**config.mk**
```make
export PLATFORM = sky130hd
export DESIGN_NAME = clause_scheduler
export DESIGN_NICKNAME = d
export VERILOG_FILES = /design/src/rtl/clause_scheduler.sv
export SDC_FILE = /design/constraint.sdc
export NUM_CORES = 1
export LEC_CHECK = 0
export CORE_MARGIN = 8
export CORE_UTILIZATION = 43
export CTS_CLUSTER_DIAMETER = 150
export DETAILED_ROUTE_END_ITERATION = 8
export PLACE_DENSITY_LB_ADDON = 0.05
export RECOVER_POWER = 100
export SETUP_SLACK_MARGIN = 0.4
export SLEW_MARGIN = 20
export SYNTH_ARGS = -nofsm -noshare
export SYNTH_HDL_FRONTEND = slang
export SYNTH_SLANG_ARGS = --single-unit
export TNS_END_PERCENT = 100
```
**constraint.sdc**
```tcl
create_clock -name in_clk -period 1.37 [get_ports in_clk]
set_input_delay 0.274 -clock in_clk [delete_from_list [all_inputs] [get_ports in_clk]]
set_output_delay 0.274 -clock in_clk [all_outputs]
set_load 0.1 [all_outputs]
```
**src/rtl/clause_scheduler.sv**
```systemverilog
// Clause scheduler: walks the clause list once per sweep, fetching each
// clause from coefficient memory, loading it into the clause register and
// handing it to the evaluator, while accumulating sweep results.
//
// state | meaning
// ------+--------------------------------------------------------------
// IDLE  | waiting for in_start; result outputs hold the last sweep
// FETCH | memory read strobe for the clause at the current index
// LOAD  | read data valid; strobe the clause register write enable
// EVAL  | evaluation requested; wait for in_eval_done
// DONE  | one-cycle end-of-sweep pulse
module clause_scheduler #(
  parameter int NUMBER_OF_CLAUSES  = 4,
  parameter int CLAUSE_INDEX_WIDTH = 2,
  parameter int COUNT_WIDTH        = 3,
  parameter bit STOP_ON_UNSAT      = 1'b0
) (
  input  logic                          in_clk,
  input  logic                          in_reset,
  input  logic                          in_start,
  input  logic                          in_abort,
  input  logic                          in_eval_done,
  input  logic                          in_clause_satisfied,
  output logic                          out_mem_read_enable,
  output logic [CLAUSE_INDEX_WIDTH-1:0] out_clause_address,
  output logic                          out_write_enable,
  output logic                          out_eval_valid,
  output logic                          out_busy,
  output logic                          out_done,
  output logic                          out_all_satisfied,
  output logic [COUNT_WIDTH-1:0]        out_satisfied_count,
  output logic [CLAUSE_INDEX_WIDTH-1:0] out_first_unsat_index
);

  typedef enum logic [2:0] {
    IDLE  = 3'd0,
    FETCH = 3'd1,
    LOAD  = 3'd2,
    EVAL  = 3'd3,
    DONE  = 3'd4
  } state_t;

  localparam logic [CLAUSE_INDEX_WIDTH-1:0] LAST_INDEX =
    CLAUSE_INDEX_WIDTH'(NUMBER_OF_CLAUSES - 1);

  state_t                        state;
  logic [CLAUSE_INDEX_WIDTH-1:0] index;
  logic                          unsat_seen;
  logic                          last_clause;
  logic                          stop_now;

  // The memory address is the index itself; the index only moves on the
  // EVAL to FETCH edge, so it is stable for the whole clause.
  assign out_clause_address = index;
  assign last_clause        = (index == LAST_INDEX);
  assign stop_now           = STOP_ON_UNSAT && !in_clause_satisfied;

  // Sequencer with registered strobes: each strobe is set on the edge that
  // enters its state and dropped on the edge that leaves it.
  always_ff @(posedge in_clk or posedge in_reset) begin
    if (in_reset) begin
      state                 <= IDLE;
      index                 <= '0;
      unsat_seen            <= 1'b0;
      out_mem_read_enable   <= 1'b0;
      out_write_enable      <= 1'b0;
      out_eval_valid        <= 1'b0;
      out_busy              <= 1'b0;
      out_done              <= 1'b0;
      out_all_satisfied     <= 1'b0;
      out_satisfied_count   <= '0;
      out_first_unsat_index <= '0;
    end else begin
      out_mem_read_enable <= 1'b0;
      out_write_enable    <= 1'b0;
      out_done            <= 1'b0;

      case (state)
        IDLE: begin
          // Start wins over a simultaneous abort; abort means nothing here.
          if (in_start) begin
            state                 <= FETCH;
            index                 <= '0;
            unsat_seen            <= 1'b0;
            out_all_satisfied     <= 1'b1;
            out_satisfied_count   <= '0;
            out_first_unsat_index <= '0;
            out_mem_read_enable   <= 1'b1;
            out_busy              <= 1'b1;
          end
        end

        FETCH: begin
          if (in_abort) begin
            state    <= IDLE;
            out_busy <= 1'b0;
          end else begin
            // Memory read latency is one cycle, so data is ready in LOAD.
            state            <= LOAD;
            out_write_enable <= 1'b1;
          end
        end

        LOAD: begin
          if (in_abort) begin
            state    <= IDLE;
            out_busy <= 1'b0;
          end else begin
            state          <= EVAL;
            out_eval_valid <= 1'b1;
          end
        end

        EVAL: begin
          // Abort beats a same-cycle eval_done: the result is discarded.
          if (in_abort) begin
            state          <= IDLE;
            out_eval_valid <= 1'b0;
            out_busy       <= 1'b0;
          end else if (in_eval_done) begin
            out_eval_valid <= 1'b0;
            if (in_clause_satisfied) begin
              out_satisfied_count <= out_satisfied_count + COUNT_WIDTH'(1);
            end else begin
              out_all_satisfied <= 1'b0;
              if (!unsat_seen) begin
                unsat_seen            <= 1'b1;
                out_first_unsat_index <= index;
              end
            end
            if (!last_clause && !stop_now) begin
              state               <= FETCH;
              index               <= index + CLAUSE_INDEX_WIDTH'(1);
              out_mem_read_enable <= 1'b1;
            end else begin
              state    <= DONE;
              out_done <= 1'b1;
            end
          end
        end

        DONE: begin
          state    <= IDLE;
          out_busy <= 1'b0;
        end

        default: begin
          state          <= IDLE;
          out_eval_valid <= 1'b0;
          out_busy       <= 1'b0;
        end
      endcase
    end
  end

endmodule

```
Word level (Yosys, flattened, before mapping):

Index checks and enable logic that the tools add are counted.

* bits in latches: 0
* register bits: 17
* ROM bits: 0
* output and inout bits: 13
* input port bits: 6
* memories: 0
* bits in writable memories: 0
* logic and storage cells: 89

* divide/modulo/power cells: 0
* reductions and logical operators: 11
* mux-type cells: 49
* equality and inequality tests: 15
* $lt $le $gt $ge: 0
* add/subtract/negate cells: 2
* bitwise operators: 1
* multiply operators: 0
* shift operators: 0

Operators by type and width (count)
* two-way mux 3 bit: 8
* two-way mux 1 bit: 22
* two-way mux 2 bit: 10
* != test 2 bit, second input constant: 8
* AND reduction 5 bit: 3
* one-hot mux 3 bit (4 select lines): 1
* one-hot mux 1 bit (2 select lines): 4
* one-hot mux 2 bit (2 select lines): 2
* equality test 3 x 2 -> 1 bit, second input constant: 2
* one-hot mux 3 bit (2 select lines): 1
* AND reduction 6 bit: 1
* OR reduction 3 bit: 2
* AND reduction 2 bit: 2
* adder 3 x 1 -> 3 bit, second input constant: 1
* equality test 3 x 1 -> 1 bit, second input constant: 1
* equality test 3 bit, second input constant: 1
* zero test 3 bit: 1
* != test 3 bit, second input constant: 1
* one-hot mux 1 bit (3 select lines): 1
* AND reduction 3 bit: 1
* adder 2 x 1 -> 2 bit, second input constant: 1
* equality test 2 bit, second input constant: 1
* != test 2 x 1 -> 1 bit, second input constant: 1
* nonzero test 2 bit: 1
* inverter 1 bit: 1

Longest topological paths before layout:

Gate-level depths: netlist (run 1).

* depth after elaboration: 5
* mapped depth: 5

Worst setup path after synthesis (run 1):

Ideal clock, no wire load.

* path kind: reg-to-reg
* start: register index[0] (netlist: out_clause_address[0])
* end: register index[1] (netlist: out_clause_address[1])
* library setup time: 0.080 ns
* slack: -0.440 ns
* arrival time: 1.730 ns
* stages on the path, launching flop included: 5
* buffers on the path: 0
* clock period less this slack: 1.810 ns
* required time: 1.290 ns
* cell sequence: dfrtp_1 -> ha_1 -> o21a_1 -> a211oi_4 -> mux2i_1

* cells in the longest elaborated chain, start to end: 5
* elaborated cells on any way between the ends: 8
* classes of those cells: 1 x add/sub; 2 x eq/ne; 4 x mux; 1 x reduce/logical

RTL lines
* start, declared: RTL line 47 `logic [CLAUSE_INDEX_WIDTH-1:0] index;`
* start signal, assigned: RTL line 133 `index <= index + CLAUSE_INDEX_WIDTH'(1);`
* adder 2 x 1 -> 2 bit: RTL line 133
* two-way mux 2 bit: RTL line 131 `if (!last_clause && !stop_now) begin`
* two-way mux 2 bit: RTL line 120 `end else if (in_eval_done) begin`
* two-way mux 2 bit: RTL line 116 `if (in_abort) begin`
* one-hot mux 2 bit (2 select lines): RTL line 78 `case (state)`

Parallel ways exist; a longest one is shown, timed or not. The select of a mux whose other input is x is not followed.
A chain may end at the register's enable or synchronous reset.

Worst setup path in the final report (run 1):

* start: register state[0]
* end: register out_satisfied_count[2]

* cells in the longest elaborated chain, start to end: 3
* elaborated cells on any way between the ends: 9
* classes of those cells: 5 x eq/ne; 1 x mux; 3 x reduce/logical

RTL lines
* start, declared: RTL line 46 `state_t state;`
* start signal, assigned: RTL line 62 `state <= IDLE;`
* start signal, assigned: RTL line 82 `state <= FETCH;`
* start signal, assigned: RTL line 95 `state <= IDLE;`
* equality test 3 x 2 -> 1 bit or zero test 3 bit (tied branches): RTL line 78
* != test 2 bit (no line) or nonzero test 2 bit (tied branches)
* AND reduction 5 bit (no line)
* end signal, assigned: RTL line 123 `out_satisfied_count <= out_satisfied_count + COUNT_WIDTH'(1);`
* end, declared: RTL line 31 `output logic [COUNT_WIDTH-1:0] out_satisfied_count,`

Parallel ways exist; a longest one is shown, timed or not.

==> metrics.txt, run 1 <==
outcome=finished, violations left; violated checks=setup timing; Synth Flop Type=dfrtp_1; layout cell share with drive strength beyond 1=0.568; largest area contributor in the netlist=dfrtp_1; die height=60.9 microns; register area share after synthesis=0.490; WL per Instance=14.8 microns; post-synthesis cell count=83; Via density=5.43; Non-Filler Instances=152; Multi-input gate area=469 sq um; Fin. Hold Viols=0; Clock Sink Count=17; hold slack=0.479 ns; yosys warns=0; HP Class=in -> async; Critical Path End Type=flop; Final Power=2650 uW; Worst slew margin=0.716; final net count=134; Top-Level Pins=19; WS Path Type=reg -> reg; Row Count=16; remaining global-route overflow=0; Max Clk Rate=680 MHz; Final Cycle Share=1.07; clk slew on worst S/H paths=0.11 ns; GP Congestion=0.842; drt total wl=2250 microns; Final Skew=0.00909 ns; # Max-Cap Violations=0; LEAKAGE=0.000667 uW; initial antenna violation count=0; DP Cell Count=140; Initial Utilization=0.447; slew at the pin closest to its max-slew limit=0.427 ns; CP max FO=6; drt drc=0; CP Data Required Time=1.56 ns; first-iteration detailed-routing DRC count=16; total CTS buffers=3; crit-path max cell delay=0.46 ns; Yosys cell types=36; RSZ-0062 raised after global routing=true; Syn Std Cell Area=868 sq um; first-pass GRT wire length=3680 microns; post-route setup slack=-0.0995 ns; Worst Setup Start Kind=flop; asr flop ratio synth=1.00; worst skew pair latency=0.30 ns; n_diodes=0; Synth top area share=0.490; vias in the first global route=832; dominant cells by area after synthesis=dfrtp_1, mux2i_1, nand2_1; crit path max-delay cell type=dfrtp_2; largest net degree at the start of global routing=18; synthesis-stage register bit count=17; Total Routing Usage GR=0.131; CTS tree=yes; clk root buf=clkbuf_4; crit-path cells=or3b_4 > a21o_1 > a211o_1; EDFF count, synth=0; Die Area=0.00371 sq mm; Vias=825; post-DP HPWL=1640 microns; CTS Buffer Depth=2; Setup Viol. Count Final=9; PD cells=1730 mW/mm^2; Min Clock Period, post-route=1.47 ns; syn_area_per_cell=10.5 sq um; DR pass1 iterations=4; fillers=118; htree depth=1; Register Area=454 sq um; area grow syn2layout=76.2%; Detail Route Antenna Nets=0; fin. max-slew vios=0; Placed Area=0.00135 sq mm; Port Buffer Count=18; crit path DAT=1.66 ns; Post-Syn Nets=91; die width=60.9 microns; worst vdd ir=1.83 mV; Core Area=0.00194 sq mm; Post-Layout Inst Area=0.00153 sq mm
## final timing paths
| check | startpoint | to | slack (ns) | cells after the start |
|---|---|---|---|---|
| min in group in_clk | unsat_seen$_DFFE_PP0P_ | unsat_seen$_DFFE_PP0P_ | 0.51 | 2 |
| setup / recovery | state[0]$_DFFE_PP0P_ | out_satisfied_count[2]$_DFFE_PP0P_ | -0.1 | 3 |
| hold reg to reg | unsat_seen$_DFFE_PP0P_ | unsat_seen$_DFFE_PP0P_ | 0.51 | 2 |
| setup reg to reg | state[0]$_DFFE_PP0P_ | out_satisfied_count[2]$_DFFE_PP0P_ | -0.1 | 3 |
| hold / removal | in_reset | out_all_satisfied$_DFFE_PP0P_ | 0.48 | 3 |
| max in group asynchronous | in_reset | out_satisfied_count[1]$_DFFE_PP0P_ | 0.55 | 3 |
## power breakdown
part | internal, uW | switching (uW) | leakage (uW) | total, uW
Sequential | 631 | 120 | 0.000200 | 751
Combinational | 709 | 912 | 0.000453 | 1620
Clock | 111 | 172 | 0.0000139 | 283
Total | 1450 | 1200 | 0.000667 | 2650
## cell usage after synthesis (2+ instances only)
master	count
o21bai_1	2
a21o_1	2
nor3_1	2
ha_1	2
dfrtp_1	17
a21oi_1	2
nand2_1	8
o21ai_0	3
mux2i_1	3
nor2_1	4
nor4_1	2
o2bb2ai_1	2
nand4b_1	2
inv_1	6
buf_2	2
o21a_1	2
nor2b_1	2
and2_1	2
## area by class of cell
class	instances	share of cell area
clock buffer	3	0.0147
inverter	6	0.0147
clock inverter	1	0.00491
sequential	17	0.297
tap	27	0.0221
timing repair buffer	42	0.340
multi-input combinational	56	0.307
## layer usage
layer	GRT usage	vias up	wire length [microns]
met4	0.0498	0	21
li1	-	381	-
met2	0.234	19	1200
met1	0.150	421	928
met3	0.0254	4	105
met5	0	-	0
## worst max-delay path, delay by kind of cell (launching register included)
family / cells / cell delay (ns)
flops: 1 / 0.46
compound gates: 2 / 0.46
simple gates: 1 / 0.45
## stage by stage
step	setup WS [ns]	setup TNS [ns]	util
2_1_floorplan	-0.0870	-0.131	-
3_3_place_gp	-0.385	-3.32	0.693
6_report	-0.0995	-0.438	0.788
5_1_grt	-0.122	-0.798	0.788
4_1_cts	-0.104	-0.557	0.765
3_5_place_dp	-0.432	-3.66	0.693
## repair_timing
item,in CTS,in global routing
setup endpoints to repair,30,30
hold buffers,0,0
setup buffers,7,1
gates resized for setup,18,11
gates cloned,0,0
pin swaps,8,8
## logic make-up (layout without fill, tap and decap cells)
family,Yosys count,in the layout,share of synthesized area
simple gates,31,31,0.216
compound gates,20,20,0.176
flops,17,17,0.490
buf+inv,10,52,0.0547
mux,3,3,0.0346
fa+ha+maj,2,2,0.0288
## flip-flops by register name, indices dropped and copies added, names as in the netlist, 2 cells and up
name,flops
out_clause_address,2
out_satisfied_count,3
out_first_unsat_index,2
state,3
## cells in the final DEF, fill, tap and decap left out, types with 3 or more instances in the layout
cell type,count
inv_1,6
clkbuf_4,3
buf_4,14
dfrtp_4,4
buf_6,9
clkdlybuf4s50_1,3
buf_12,13
dfrtp_2,11
nand2_1,8
mux2i_1,3
No activity file was read; power rests on OpenSTA's default activity.
==> inputs of run 2 (changes only) <==
--- a/config.mk
+++ b/config.mk
@@ -7,12 +7,12 @@
 export LEC_CHECK = 0
 export CORE_MARGIN = 8
 export CORE_UTILIZATION = 43
+export CTS_BUF_LIST = sky130_fd_sc_hd__clkbuf_16
 export CTS_CLUSTER_DIAMETER = 150
 export DETAILED_ROUTE_END_ITERATION = 8
 export PLACE_DENSITY_LB_ADDON = 0.05
 export RECOVER_POWER = 100
 export SETUP_SLACK_MARGIN = 0.4
-export SLEW_MARGIN = 20
 export SYNTH_ARGS = -nofsm -noshare
 export SYNTH_HDL_FRONTEND = slang
 export SYNTH_SLANG_ARGS = --single-unit
==> metrics.txt, run 2 (synthesis results as in run 1) <==
Die Area=0.00371 sq mm; biggest regs=out_satisfied_count: 3 flops, state: 3 flops; Clock Sink Count=17; CTS tree=yes; fin. max-slew vios=0; Initial Utilization=0.447; Via density=5.41; CTS Buffer Depth=2; crit-path max cell delay=0.38 ns; outcome=finished, violations left; CP Data Required Time=1.50 ns; CP Depth=4; first-iteration detailed-routing DRC count=16; Max Clk Rate=678 MHz; violated checks=setup timing; final design utilization=0.784; Detail Route Antenna Nets=0; worst path bufs/invs=1; Port Buffer Count=18; post-DP HPWL=1640 microns; vias in the first global route=862; die height=60.9 microns; GR Util met2=0.253; Fin. Hold Viols=0; Critical Path End Type=flop; Final Power=2920 uW; HP Class=reg -> reg; post-route setup slack=-0.106 ns; initial antenna violation count=0; Vias=839; htree depth=1; Top-Level Pins=19; Core Area=0.00194 sq mm; area grow syn2layout=75.2%; commonest non-fill, non-tap cell in the layout=buf_4; slew at the pin closest to its max-slew limit=0.425 ns; Min Clock Period, post-route=1.48 ns; Placed Area=0.00135 sq mm; final net count=137; die width=60.9 microns; Worst Setup Start Kind=flop; Total Routing Usage GR=0.144; Final Cycle Share=1.08; Global Route met3 Usage=0.0318; clk root buf=clkbuf_16; total CTS buffers=3; crit path max-delay cell type=dfrtp_2; DR pass1 iterations=4; Setup Viol. Count Final=7; GRT met1 Usage=0.164; drt drc=0; Final Skew=0.00292 ns; crit-path cells=buf_4 > nand4b_1 > a21o_1 > a211o_1; n_diodes=0; Min-Delay Path Depth=2; layout cell share with drive strength beyond 1=0.602; worst skew pair latency=0.25 ns; # Max-Cap Violations=0; remaining global-route overflow=0; CP delay by family, top=compound AO/OA/AOI/OAI gates; first-pass GRT wire length=3950 microns; worst vdd ir=1.63 mV; WL per Instance=17.2 microns; CP max FO=5; GP Congestion=0.842; layer carrying the most global-route usage=met2; LEAKAGE=0.000684 uW; drt total wl=2670 microns; R2R depth=4; RSZ-0062 raised after global routing=true; Worst slew margin=0.717; largest net degree at the start of global routing=18; PD cells=1920 mW/mm^2; most frequent cells in the layout=buf_4, dfrtp_2, buf_6, clkbuf_4; WS Path Type=reg -> reg; Row Count=16; crit path DAT=1.60 ns; # hold bufs at CTS=0; clk slew on worst S/H paths=0.05 ns; Post-Layout Inst Area=0.00152 sq mm
==> run 2: metrics by stage <==
stage | setup TNS, ns | hold WS, ns | instances | setup slack (ns)
4_1_cts | -0.374 | 0.347 | 150 | -0.0980
3_5_place_dp | -3.66 | 0.495 | 140 | -0.432
2_1_floorplan | -0.131 | 0.200 | 83 | -0.0870
6_report | -0.404 | 0.516 | 155 | -0.106
5_1_grt | -0.637 | 0.545 | 155 | -0.124
3_3_place_gp | -3.32 | 0.492 | 140 | -0.385
==> run 2: timing repair <==
action | in CTS | in global routing
buffers inserted | 6 | 5
gates cloned | 0 | 0
gates resized for setup | 23 | 13
setup endpoints to repair | 30 | 30
pin swaps | 6 | 12
==> run 2: power by group <==
group          switching [uW]  internal, uW
clock network             201           394
registers                82.3           632
logic                     977           632
==> run 2: worst paths after layout <==
| check | slack, ns | to | from |
|---|---|---|---|
| setup reg to reg | -0.11 | out_satisfied_count[2]$_DFFE_PP0P_ | state[1]$_DFFE_PP0P_ |
| hold / removal | 0.52 | unsat_seen$_DFFE_PP0P_ | unsat_seen$_DFFE_PP0P_ |
| hold reg to reg | 0.52 | unsat_seen$_DFFE_PP0P_ | unsat_seen$_DFFE_PP0P_ |
| max in group asynchronous | 0.49 | out_satisfied_count[1]$_DFFE_PP0P_ | in_reset |
| setup / recovery | -0.11 | out_satisfied_count[2]$_DFFE_PP0P_ | state[1]$_DFFE_PP0P_ |
| min in group asynchronous | 0.54 | unsat_seen$_DFFE_PP0P_ | in_reset |
==> run 2: metal layers <==
metal / vias to the layer above / part of all wire / routed length (microns)
li1: 387 / - / -
met1: 410 / 0.41 / 1110
met2: 34 / 0.53 / 1420
met3: 8 / 0.037 / 100
met4: 0 / 0.017 / 46
met5: - / 0 / 0
==> run 2: worst reg2reg max path, delay by kind of cell (launching register included) <==
family	cells	cell delay, ns
compound gates	2	0.58
buf+inv	1	0.14
flops	1	0.38
simple gates	1	0.26
==> run 2: layout make-up <==
cell class | instances | area [sq um]
multi-input cells | 56 | 469
repair buffers | 45 | 459
fillers | 118 | 420
well taps | 27 | 33.8
clock inverters | 1 | 7.51
clock buffers | 3 | 75.1
flip-flops and latches | 17 | 454
inverters | 6 | 22.5
==> variant 1: new RTL, settings of run 2 <==
`STOP_ON_UNSAT`: 1'b0 -> 1'b1.
--- a/src/rtl/clause_scheduler.sv
+++ b/src/rtl/clause_scheduler.sv
@@ -15,3 +15,3 @@
   parameter int COUNT_WIDTH        = 3,
-  parameter bit STOP_ON_UNSAT      = 1'b0
+  parameter bit STOP_ON_UNSAT      = 1'b1
 ) (
Check against the original RTL: not equivalent (Yosys sat finds a counterexample within 10 cycles, from zero or initial values and one cycle with in_reset high).
==> variant 1 against run 2 <==
The flow still finishes with violations (setup timing). Total power fell by 18%. First-iteration DRC count rose by 56%. Synthesized area fell by 1.7%. Sequential cell count did not move. Critical path depth rose by 1. Wire length rose by 34%. Synthesized cell count fell by 6.0%. Cell area rose by 3.8%. Setup slack improved by 0.071 ns. Critical path type unchanged.
==> variant 1: results (changes against run 2) <==
Final layout
  – Layout cell share with drive strength beyond 1: 0.750 (+0.148)
  – Largest registers in the final layout: out_satisfied_count: 3 flops, state: 3 flops
  – Number of nets at the end of the flow: 133 (-2.9%)

Clocking
  – Number of buffers created by CTS: 3 (unchanged)
  – Number of buffers on the longest clock path: 2 (unchanged)
  – Clk Latency, worst-skew pair: 0.25 ns (about the same)

Run status
  – Outcome: finished with violations
  – Violations in the final reports: setup timing

GRT
  – Number of global-route vias before repair: 903 (+4.8%)
  – Met3 Usage GRT: 0.0424 (+0.0106)
  – Global-route track usage on met1: 0.192 (+0.0285)
  – Maximum number of pins on one net before global-route repair: 18 (unchanged)
  – Overall Global Routing Usage: 0.166 (+0.0217)
  – Routing usage on met2: 0.282 (+0.0286)
  – Wire length of the first global-routing pass: 4.49 mm (+14%)

Synthesis
  – Most common flop cell mapped by yosys: sky130_fd_sc_hd__dfrtp_1
  – Synth top area cells: sky130_fd_sc_hd__dfrtp_1, sky130_fd_sc_hd__mux2i_1, sky130_fd_sc_hd__nand2_1, sky130_fd_sc_hd__a21oi_1, sky130_fd_sc_hd__ha_1
  – Sequential share of the synthesized area: 0.499 (+0.00862)
  – Unique cell type count in the Yosys netlist: 31 (-14%)
  – YS warnings: 0 (unchanged)
  – Proportion of register bits with asynchronous set or reset after synthesis: 1.00 (unchanged)
  – Synthesized netlist net count: 86 (-5.5%)
  – Commonest cells in the netlist: sky130_fd_sc_hd__dfrtp_1, sky130_fd_sc_hd__nand2_1, sky130_fd_sc_hd__inv_1

Hold path
  – Hold Crit Class: register to register

STA
  – Setup Viol. Count Final: 5 (-2)
  – Relative max-transition margin: 0.707 (-0.00987)
  – Crit path setup slack, layout: -0.0348 ns (+0.0708 ns)
  – Clk_skew: 0.00134 ns (-0.00158 ns)
  – Final total negative setup slack: -0.106 ns (+0.299 ns)

Routing
  – Count of routing violations after the opening detailed-route iteration: 25 (+9)
  – Vias per Instance: 5.68 (+4.9%)
  – Total wire length: 3.58 mm (+34%)

Power
  – Leakage component of the power: 0.715 nW (+4.4%)
  – Max VDD drop: 1040 µV (-36%)

Setup path
  – Delay contributed by the slowest stage of the critical path: 0.43 ns (+0.05 ns)
  – Signal arrival time at the worst endpoint: 1.56 ns (-0.04 ns)

Placed design
  – Post-DP HPWL: 1.60 mm (-2.3%)
  – Buffers on Ports: 18 (unchanged)
  – Final weighted congestion in routability-driven placement: 0.812 (-3.6%)
## variant 1: repair_timing
action	4_1_cts	5_1_grt
gates resized for setup	27	20
pin swaps	10	11
endpoints found under the setup margin	30	30
setup buffers	9	5
hold buffers	0	0
## variant 1: routing by layer
layer  routed length [µm]  vias up
li1                     -      370
met1                 1480      444
met2                 1850       35
met3                  176        8
met4                   75        0
met5                    0        -
## variant 1: cell type report
cell class,instances,area (µm²)
fillers,110,343
repair buffers,46,438
flip-flops and latches,17,454
well taps,27,33.8
multi-input cells,51,551
inverters,6,22.5
clock inverters,1,5.00
clock buffers,3,75.1
## variant 1: cells by family (layout without fill, tap and decap cells)
logic type	after synthesis	count (layout)	synth area share
compound gates	12	12	0.0865
fa+ha+maj	2	2	0.0293
buf+inv	10	56	0.0630
flops	17	17	0.499
mux	5	5	0.0587
simple gates	32	32	0.264
## variant 1: where the power goes
group	total (mW)	internal [mW]	leakage, nW	switching (mW)
logic	1.13	0.402	0.473	0.732
registers	0.655	0.585	0.200	0.0699
clock network	0.603	0.392	0.0409	0.211
## variant 1: final timing paths
path	from	end	slack, ns	depth (start not counted)
max in group asynchronous	in_reset	out_clause_address[0]	0.46	3
setup reg to reg	state[1]	out_satisfied_count[1]	-0.03	5
setup / recovery	state[1]	out_satisfied_count[1]	-0.03	5
hold / removal	out_all_satisfied	out_all_satisfied	0.52	1
min in group asynchronous	in_reset	state[2]	0.57	3
hold reg to reg	out_all_satisfied	out_all_satisfied	0.52	1
## variant 1: worst max-delay path, delay by kind of cell, from the launching register on
family / cells / cell delay (ns)
buffers and inverters: 2 / 0.21
flip-flops: 1 / 0.43
multiplexers: 1 / 0.27
AND/OR/NAND/NOR: 2 / 0.39
## variant 1: per-stage QoR
stage / instance area, µm² / setup WS (ns) / hold slack (ns) / power, mW / instances
CTS: 1570 / 0.0342 / 0.351 / 2.33 / 146
global route: 1580 / -0.112 / 0.530 / 2.46 / 151
detailed placement: 1340 / -0.257 / 0.529 / 1.61 / 133
floorplan: 930 / -0.0523 / 0.200 / 1.25 / 78
finish: 1580 / -0.0348 / 0.520 / 2.39 / 151
global placement: 1340 / -0.215 / 0.509 / 1.60 / 133
==> variant 2: new RTL, config.mk and constraints of run 2 <==
Without the edit above. Encoding of `state_t`: now one-hot (5 bits for 5 states).
--- a/src/rtl/clause_scheduler.sv
+++ b/src/rtl/clause_scheduler.sv
@@ -34,8 +34,8 @@
 
-  typedef enum logic [2:0] {
-    IDLE  = 3'd0,
-    FETCH = 3'd1,
-    LOAD  = 3'd2,
-    EVAL  = 3'd3,
-    DONE  = 3'd4
+  typedef enum logic [4:0] {
+    IDLE  = 5'b00001,
+    FETCH = 5'b00010,
+    LOAD  = 5'b00100,
+    EVAL  = 5'b01000,
+    DONE  = 5'b10000
   } state_t;
Function: same outputs for any inputs over 10 cycles, from zero or initial values and one cycle with in_reset high; not proved beyond that.
==> variant 2 against run 2 <==
The flow still finishes with violations (setup timing). Synthesized cell count is 2.4% higher. Cell area is 2.2% higher. Wire length is 7.9% lower. Hold slack worse by 0.036 ns. Critical endpoint is now out_clause_address[0]. Critical path type unchanged. Setup slack worse by 0.0070 ns. Synthesized area is 7.8% higher. Sequential cell count is 2 higher.
Power is not compared: it rests on default switching activity, and its combinational part moved more than twofold at a synthesized area within 25%.
==> variant 2: results (changes against run 2) <==
GRT
  – Wire length of the first global-routing pass: 4.27 mm (+8.2%)
  – Number of global-route vias before repair: 943 (+9.4%)

Run status
  – Outcome: finished with violations
  – Violations in the final reports: setup timing

Synthesis
  – Synth top area cells: sky130_fd_sc_hd__dfrtp_1, sky130_fd_sc_hd__o21ai_0, sky130_fd_sc_hd__mux2i_1, sky130_fd_sc_hd__dfstp_2, sky130_fd_sc_hd__nand2_1
  – Commonest cells in the netlist: sky130_fd_sc_hd__dfrtp_1, sky130_fd_sc_hd__nand2_1, sky130_fd_sc_hd__o21ai_0
  – Sequential share of the synthesized area: 0.509 (+0.0194)
  – Synthesized netlist net count: 93 (+2.2%)
  – Average cell area after synthesis: 11.0 µm² (+5.2%)

STA
  – Crit path setup slack, layout: -0.113 ns (-0.00702 ns)
  – Transition time at the pin with the least slew margin: 0.481 ns (+0.0561 ns)
  – Clk_skew: 0.00277 ns (-0.000145 ns)
  – Final total negative setup slack: -0.902 ns (-0.497 ns)
  – Setup Viol. Count Final: 13 (+6)

Routing
  – Count of routing violations after the opening detailed-route iteration: 21 (+5)
  – Detailed Routing Iterations Pass 1: 3 (-1)

Final layout
  – Layout cell share with drive strength beyond 1: 0.577 (-0.0246)
  – Utilization after layout: 0.731 (-0.0523)
  – Fill cell instance count of the final layout: 156 (+32%)
  – Number of nets at the end of the flow: 139 (+1.5%)
  – Largest registers in the final layout: state: 5 flops, out_satisfied_count: 3 flops

Setup path
  – Signal arrival time at the worst endpoint: 1.65 ns (+0.05 ns)

Placed design
  – Final weighted congestion in routability-driven placement: 0.735 (-13%)
  – Worst-case setup slack after placement: -0.338 ns (+0.0940 ns)
  – Post-DP HPWL: 1.66 mm (+1.2%)
  – Placed Area: 0.00146 mm² (+8.2%)

Hold path
  – Hold Crit Class: input pin to register

Floorplanning
  – Horizontal extent of the die: 62.7 µm (+2.8%)
[variant 2: kinds of logic (layout without fill, tap and decap cells)]
logic type,after synthesis,in the layout,share of synthesized area
flops,19,19,0.509
simple gates,35,35,0.246
compound gates,16,16,0.114
buf+inv,7,52,0.0414
mux,4,4,0.0441
fa+ha+maj,2,2,0.0267
xor+xnor,2,2,0.0187
[variant 2: report_power, final]
part	leakage, nW	internal [mW]	switching, mW
combinational	0.422	0.232	0.336
sequential	0.233	0.614	0.0545
clock	0.0423	0.388	0.198
total	0.697	1.23	0.588
[variant 2: final timing paths]
kind,startpoint,end,slack (ns),cells past startpoint
setup / recovery,state[2],out_clause_address[0],-0.11,4
hold / removal,in_abort,state[3],0.48,3
setup reg to reg,state[2],out_clause_address[0],-0.11,4
hold reg to reg,out_all_satisfied,out_all_satisfied,0.52,2
max in group asynchronous,in_reset,out_clause_address[0],0.43,3
min in group asynchronous,in_reset,unsat_seen,0.58,3
[variant 2: cell type report]
cell class	count	share of cell area
clock buffer	3	0.0483
clock inverter	1	0.00241
inverter	4	0.00965
multi-input combinational	59	0.330
sequential	19	0.320
tap	28	0.0225
timing repair buffer	44	0.267
[variant 2: per-layer routing]
metal	global-route usage	wire length, µm
met2	0.233	1280
met4	0.0598	38
met3	0.0341	68
met1	0.147	1070
met5	0	0
[variant 2: timing repair]
action	4_1_cts	5_1_grt
setup buffers	4	2
cloned	0	0
gates resized for setup	21	4
pin swaps	6	5
setup endpoints to repair	32	32
hold buffers	0	0
[variant 2: worst max-delay path, stage by stage (launching register included)]
cell and delay (ns):
sky130_fd_sc_hd__dfrtp_2 0.44, sky130_fd_sc_hd__nor4b_4 0.33, sky130_fd_sc_hd__nand3_2 0.20, sky130_fd_sc_hd__or3_1 0.36
sky130_fd_sc_hd__o21ai_0 0.07
